**src/rtl/sc_relu_sched.sv**
```systemverilog
// Round-robin scheduler sharing one saturating up/down-counter stochastic ReLU among NREQ bitstream requesters.
// Optional window abort on dropped request: define SC_RELU_SCHED_ABORT_EN.
module sc_relu_sched #(
  parameter int NREQ  = 4,
  parameter int DEPTH = 5,
  parameter int LEN_W = 8,
  parameter int ID_W  = 2
) (
  input  logic             clk,
  input  logic             rst,
  input  logic [NREQ-1:0]  req,
  input  logic [NREQ-1:0]  bit_in,
  input  logic [LEN_W-1:0] cfg_len,
  output logic [NREQ-1:0]  grant,
  output logic             relu_out,
  output logic             res_valid,
  input  logic             res_ready,
  output logic [ID_W-1:0]  res_id,
  output logic [LEN_W:0]   res_ones
);

  typedef enum logic [1:0] {S_IDLE, S_RUN, S_DONE} state_t;

  localparam logic [DEPTH-1:0] MID = DEPTH'(1) << (DEPTH - 1);

  state_t           r_state;
  logic [ID_W-1:0]  r_id;
  logic [ID_W-1:0]  r_ptr;
  logic [DEPTH-1:0] r_cnt;
  logic [LEN_W:0]   r_rem;
  logic [LEN_W:0]   r_ones;
  logic             r_res_valid;

  logic             w_run;
  logic             w_abort;
  logic             w_live;
  logic             w_bit;
  logic             w_relu;
  logic [ID_W:0]    w_pick;

  // Returns {found, index} of the first set request at or after ptr, wrapping.
  function automatic logic [ID_W:0] rr_pick(input logic [NREQ-1:0] rq,
                                            input logic [ID_W-1:0] ptr);
    logic [ID_W:0] res;
    int            j;
    res = '0;
    for (int k = NREQ - 1; k >= 0; k--) begin
      j = (int'(ptr) + k) % NREQ;
      if (rq[j]) res = {1'b1, ID_W'(j)};
    end
    return res;
  endfunction

  function automatic logic [ID_W-1:0] next_id(input logic [ID_W-1:0] id);
    return (id == ID_W'(NREQ - 1)) ? '0 : id + ID_W'(1);
  endfunction

  // Saturating up/down step: never wraps at either end.
  function automatic logic [DEPTH-1:0] sat_step(input logic [DEPTH-1:0] cnt,
                                                input logic b);
    logic [DEPTH-1:0] nxt;
    nxt = cnt;
    if (b && (cnt != '1))      nxt = cnt + DEPTH'(1);
    else if (!b && (cnt != '0)) nxt = cnt - DEPTH'(1);
    return nxt;
  endfunction

  assign w_run = (r_state == S_RUN);
`ifdef SC_RELU_SCHED_ABORT_EN
  assign w_abort = w_run & ~req[r_id];
`else
  assign w_abort = 1'b0;
`endif
  assign w_live = w_run & ~w_abort;
  assign w_bit  = bit_in[r_id];
  assign w_relu = w_live & r_cnt[DEPTH-1] & w_bit;
  assign w_pick = rr_pick(req, r_ptr);

  assign grant     = w_live ? (NREQ'(1) << r_id) : '0;
  assign relu_out  = w_relu;
  assign res_valid = r_res_valid;
  assign res_id    = r_id;
  assign res_ones  = r_ones;

  always_ff @(posedge clk) begin
    if (rst) begin
      r_state     <= S_IDLE;
      r_id        <= '0;
      r_ptr       <= '0;
      r_cnt       <= MID;
      r_rem       <= '0;
      r_ones      <= '0;
      r_res_valid <= 1'b0;
    end else begin
      case (r_state)
        S_IDLE: begin
          if (w_pick[ID_W]) begin
            r_id    <= w_pick[ID_W-1:0];
            r_rem   <= (cfg_len == '0) ? ((LEN_W + 1)'(1) << LEN_W) : {1'b0, cfg_len};
            r_cnt   <= MID;
            r_ones  <= '0;
            r_state <= S_RUN;
          end
        end
        S_RUN: begin
          if (w_abort) begin
            r_ptr   <= next_id(r_id);
            r_state <= S_IDLE;
          end else begin
            r_cnt  <= sat_step(r_cnt, w_bit);
            r_ones <= r_ones + (LEN_W + 1)'(w_relu);
            r_rem  <= r_rem - (LEN_W + 1)'(1);
            if (r_rem == (LEN_W + 1)'(1)) begin
              r_res_valid <= 1'b1;
              r_state     <= S_DONE;
            end
          end
        end
        S_DONE: begin
          if (res_ready) begin
            r_res_valid <= 1'b0;
            r_ptr       <= next_id(r_id);
            r_state     <= S_IDLE;
          end
        end
        default: r_state <= S_IDLE;
      endcase
    end
  end

endmodule

```
**config.mk**
```make
export PLATFORM = sky130hd
export DESIGN_NAME = sc_relu_sched
export DESIGN_NICKNAME = d
export VERILOG_FILES = /design/src/rtl/sc_relu_sched.sv
export SDC_FILE = /design/constraint.sdc
export NUM_CORES = 1
export LEC_CHECK = 0
export CAP_MARGIN = 40
export CORE_MARGIN = 8
export CORE_UTILIZATION = 46
export CTS_BUF_LIST = sky130_fd_sc_hd__clkbuf_16
export DETAILED_ROUTE_END_ITERATION = 12
export MAX_ROUTING_LAYER = met4
export PLACE_DENSITY = 0.75
export REMOVE_ABC_BUFFERS = 1
export SYNTH_ARGS = -nofsm -noshare
export SYNTH_HDL_FRONTEND = slang
export SYNTH_SLANG_ARGS = --single-unit
```
**constraint.sdc**
```tcl
create_clock -name clk -period 2.4 [get_ports clk]
set_input_delay 0.36 -clock clk [delete_from_list [all_inputs] [get_ports clk]]
set_output_delay 0.36 -clock clk [all_outputs]
set_load 0.02 [all_outputs]
```
Word-level counts from Yosys, hierarchy flattened
Cells that the tools add are included.
{"block": "word_totals", "register_bits": 30, "in_bits": 19, "out_inout_bits": 17}
{"block": "op_classes", "add_sub_neg": 8, "magnitude_cmp": 5, "n_eq_ne": 9, "shift": 1, "n_mux": 35, "bitwise_logic": 5, "reduce_logical": 17}
{"cell": "9-bit one-hot mux with 2 select lines", "count": 2}
{"cell": "9-bit two-way mux", "count": 3}
{"cell": "5-bit two-way mux", "count": 3}
{"cell": "3-bit by 4-bit < comparator with 1-bit output, second input constant", "count": 3}
{"cell": "3-bit two-way mux", "count": 4}
{"cell": "1-bit binary-select mux with 2-bit select", "count": 5}
{"cell": "1-bit two-way mux", "count": 10}
{"cell": "5-bit one-hot mux with 2 select lines", "count": 1}
{"cell": "9-bit by 1-bit adder with 9-bit output", "count": 1}
{"cell": "9-bit by 1-bit equality test with 1-bit output, second input constant", "count": 1}
{"cell": "3-bit AND reduction", "count": 3}
{"cell": "9-bit by 1-bit subtractor with 9-bit output, second input constant", "count": 1}
{"cell": "8-bit zero test", "count": 1}
{"cell": "2-bit two-way mux", "count": 4}
{"cell": "2-bit by 3-bit < comparator with 1-bit output, second input constant", "count": 2}
{"cell": "2-bit one-hot mux with 3 select lines", "count": 1}
{"cell": "2-bit AND reduction", "count": 3}
{"cell": "2-bit OR reduction", "count": 3}
{"cell": "5-bit by 1-bit adder with 5-bit output, second input constant", "count": 1}
{"cell": "5-bit inequality test, second input constant", "count": 1}
{"cell": "5-bit nonzero test", "count": 1}
{"cell": "5-bit by 1-bit subtractor with 5-bit output, second input constant", "count": 1}
{"cell": "2-bit by 1-bit adder with 2-bit output, second input constant", "count": 2}
{"cell": "2-bit adder, second input constant", "count": 2}
{"cell": "other kinds (14)", "count": 21}

Logic depth before layout (Yosys ltp)
{"block": "logic_depth", "word_depth": 12, "depth_mapped": 11, "ltp_nobuf": 9}

Least setup slack after synthesis
Ideal clock, no wire load.
{"block": "synth_timing", "path_type": "register -> register", "startpoint": "reg r_id[0], in the netlist res_id[0]", "endpoint": "reg r_ones[8], in the netlist res_ones[8]", "setup_ps": 91, "arrival_time_ps": 2567, "t_required_ps": 2309, "path_slack_ps": -258, "stages_incl_launch_ff": 10, "n_path_buf": 0, "synth_period_minus_slack_ps": 2658, "path_cell_list": "dfxtp_1 -> mux4_2 -> and3_2 -> ha_1 -> ha_1 -> and3_1 -> and3_1 -> nand3_1 -> nand2_1 -> a311oi_1"}
{"block": "synth_via", "elab_chain_cells": 5}
{"element": "start: declaration", "line_no": "27", "rtl": "logic [ID_W-1:0] r_id;"}
{"element": "start signal: assignment", "line_no": "98", "rtl": "r_id <= w_pick[ID_W-1:0];"}
{"element": "1-bit binary-select mux with 2-bit select", "line_no": "75", "rtl": "assign w_bit = bit_in[r_id];"}
{"element": "1-bit two-way mux (implied by the code)", "line_no": "75"}
{"element": "1-bit AND", "line_no": "76", "rtl": "assign w_relu = w_live & r_cnt[DEPTH-1] & w_bit;"}
{"element": "named net relu_out", "line_no": "15", "rtl": "output logic relu_out,"}
{"element": "9-bit by 1-bit adder with 9-bit output", "line_no": "111", "rtl": "r_ones <= r_ones + (LEN_W + 1)'(w_relu);"}
{"element": "9-bit one-hot mux with 2 select lines", "line_no": "95", "rtl": "case (r_state)"}
{"element": "end signal: assignment", "line_no": "111"}
{"element": "end: declaration", "line_no": "31", "rtl": "logic [LEN_W:0] r_ones;"}
The timed path passes the listed nets, and every way through them passes these cells. The select of a mux whose other input is x is not followed.
A chain may end at the register's enable or synchronous reset.

Worst setup path after layout
{"block": "layout_timing", "startpoint": "in bit_in[3]", "endpoint": "reg r_ones[8], in the netlist res_ones[8]"}
{"block": "layout_via", "elab_chain_cells": 5}
{"element": "start: declaration", "line_no": "12", "rtl": "input logic [NREQ-1:0] bit_in,"}
{"element": "1-bit binary-select mux with 2-bit select", "line_no": "75"}
{"element": "1-bit two-way mux (implied by the code)", "line_no": "75"}
{"element": "1-bit AND", "line_no": "76"}
{"element": "9-bit by 1-bit adder with 9-bit output", "line_no": "111"}
{"element": "9-bit one-hot mux with 2 select lines", "line_no": "95"}
Every way passes these cells. The select of a mux whose other input is x is not followed.

==> flow_metrics.tcl <==
set metrics [dict create \
    outcome "complete, no violations" \
    grt-ovfl-total 0 \
    start_util_pct 48.5 \
    clk_latency_ps 280 \
    layout_min_cycle_time_ps 2290 \
    htreeDepth 2 \
    tightestPinTransition_ps 407 \
    cp-start-kind "input port" \
    cp_slowest_cell "mux4_2" \
    leakage_uw 0.000970 \
    ys_seq_area_share_pct 33.6 \
    area_growth_pct 38.1 \
    syn_inst 224 \
    cts_sinks 30 \
    cts-root-buf "clkbuf_16" \
    clk_pin_slew_ps 50 \
    arrival_ps 2480 \
    tns_ps 0 \
    crit_buf_inv 1 \
    power.total_uw 1510 \
    grt_pass1_wl_um 7800 \
    port_buffers 35 \
    row_count 22 \
    cts-buffers-inserted 5 \
    die-width_um 78.3 \
    cts_tree "built" \
    routed_via_density 5.60 \
    grt_pass1_vias 1755 \
    critPathTopFamily "simple AND/OR/NAND/NOR gates" \
    dieArea_sq_mm 0.00614 \
    pre_cts_ws_ps -350 \
    core_sq_mm 0.00369 \
    max-cap-violations 0 \
    worst-setup-path-type "in2reg" \
    drtPass1Iterations 4 \
    maxSlewViolCount 0 \
    gp_congestion 0.813 \
    die_h_um 78.3 \
    cts_buffer_depth 2 \
    vias 1791 \
    multiInputGateArea_sq_mm 0.00115 \
    drc 0 \
    fmax_mhz 437 \
    peakVddDrop_uv 351 \
    relSlewSlack_pct 72.2 \
    crit_chain "clkdlybuf4s50_1, mux4_2, and3_4, ha_2, ha_4, and3_4, and3_4, nand3_2, nand2_1, a311oi_1" \
    ant_nets 0 \
    antenna_found_initial 0 \
    hp-class "reg2reg" \
    drtIter0Drc 141 \
    seq_area_sq_um 601 \
    setup_viol 0 \
    fin_nets 304 \
    diodes 0 \
    worstPathRequired_ps 2590 \
    synth_cell_types 49 \
    ys_warn_count 0 \
    hpwl_um 3270 \
    layout_commonest_cell "clkdlybuf4s50_1" \
    fin_crit_sh_pct 95.4 \
    wl_um 4530 \
    syn_avg_cell_area_sq_um 7.98 \
    p_per_area_mw_per_mm2 612 \
    synth_area_sq_mm 0.00179 \
    worst_clock_skew_ps 2.43 \
    final_cell_mix "clkdlybuf4s50_1, dfxtp_1, nor2_1, nand2_1" \
    synth_flop_cell "dfxtp_1" \
    postSynth.asyncResetShare_pct 0 \
    rsz0062_at_grt "true" \
    endpoint_kind "register" \
    crit_path_frequent_cell "and3_4" \
    grt_max_degree 31 \
    wl_per_cell_um 14.1 \
    crit_fanout 4 \
    ios 36 \
    drive_gt1_share_pct 14.0 \
    hold_violations 0 \
    post_cts_buffers 0 \
    grt_use_total_pct 15.8 \
    ys_seq_elements 30 \
    fillerInstances 318 \
    max_stage_delay_ps 480 \
    synth_edf_count 0 \
    setup_slack_ps 110 \
    holdBufCountCts 0 \
]
## routing by layer
layer	track usage, %	part of all wire [%]	vias up
li1	-	-	909
met1	18.3	44	823
met2	24.9	49	51
met5	-	0	-
met4	6.67	1.6	0
met3	4.44	5.6	8
## repair_timing
action,4_1_cts,5_1_grt
setup endpoints to repair,3,7
pin swaps,0,2
gates resized for setup,3,11
## kinds of logic (layout without fill, tap and decap cells)
kind of cell | Yosys count | after routing | synth area share, %
buffers and inverters | 23 | 71 | 5.25
xor gates and xnor gates | 3 | 3 | 1.47
and+or+nand+nor | 95 | 95 | 25.8
muxes | 3 | 3 | 2.38
AOI/OAI and AO/OA | 57 | 57 | 22.0
adders and majority gates | 13 | 13 | 9.52
DFF | 30 | 30 | 33.6
## layout make-up
type / instances / share of cell area [%]
Multi-Input combinational cell: 171 / 46.6
Sequential cell: 30 / 24.3
Timing Repair Buffer: 51 / 19.2
Clock buffer: 5 / 5.07
Tap cell: 48 / 2.43
Inverter: 13 / 1.98
Clock inverter: 2 / 0.405
## metrics by stage
stage          instance area [sq um]  hold slack, ps  util, %  cells
2_1_floorplan                   1740             429        -    214
3_3_place_gp                    2270             455     61.6    313
3_5_place_dp                    2270             455     61.6    313
4_1_cts                         2410             477     65.5    320
5_1_grt                         2470             497     66.9    320
6_report                        2470             476     66.9    320
## state kept, by name, indices dropped and copies added, names as in the netlist
signal / cells
r_state: 2
r_ptr: 2
res_ones: 9
r_rem: 9
res_id: 2
r_cnt: 5
res_valid: 1
## synthesized netlist by cell type, drive strengths merged (3+ instances only)
| cell type | number | area (sq um) |
|---|---|---|
| a21oi | 17 | 88.8 |
| a22oi | 4 | 30.0 |
| a311oi | 3 | 26.3 |
| and2 | 4 | 25.0 |
| and3 | 5 | 32.5 |
| buf | 7 | 33.8 |
| clkbuf | 3 | 11.3 |
| dfxtp | 30 | 601 |
| ha | 12 | 150 |
| inv | 13 | 48.8 |
| nand2 | 20 | 75.1 |
| nand2b | 4 | 25.0 |
| nand3 | 11 | 55.1 |
| nor2 | 29 | 109 |
| nor3 | 9 | 45.0 |
| nor4 | 3 | 25.0 |
| o21ai | 8 | 40.0 |
| o22ai | 3 | 18.8 |
| o32ai | 5 | 51.3 |
| xnor2 | 3 | 26.3 |
## worst paths after layout
path / cells past startpoint / from / end / slack [ps]
worst max-delay path: 10 / bit_in[3] / res_ones[8]$_SDFFE_PP0P_ / 110
worst min-delay path: 2 / res_valid$_SDFFE_PP0P_ / res_valid$_SDFFE_PP0P_ / 480
worst max register to register: 9 / res_id[0]$_SDFFE_PP0P_ / res_ones[8]$_SDFFE_PP0P_ / 190
worst min register to register: 2 / res_valid$_SDFFE_PP0P_ / res_valid$_SDFFE_PP0P_ / 480
## power by group
group	total (uW)	internal (uW)	switching (uW)
combinational	349	173	176
clock	586	373	213
sequential	574	534	40.8
## worst reg2reg max path, cell delays in order (launching register included)
cell	delay (ps)
dfxtp_1	360
mux4_2	520
and3_4	190
ha_2	190
ha_4	160
and3_4	170
and3_4	190
nand3_2	60
nand2_1	50
a311oi_1	230
(Power assumes the default switching activity.)
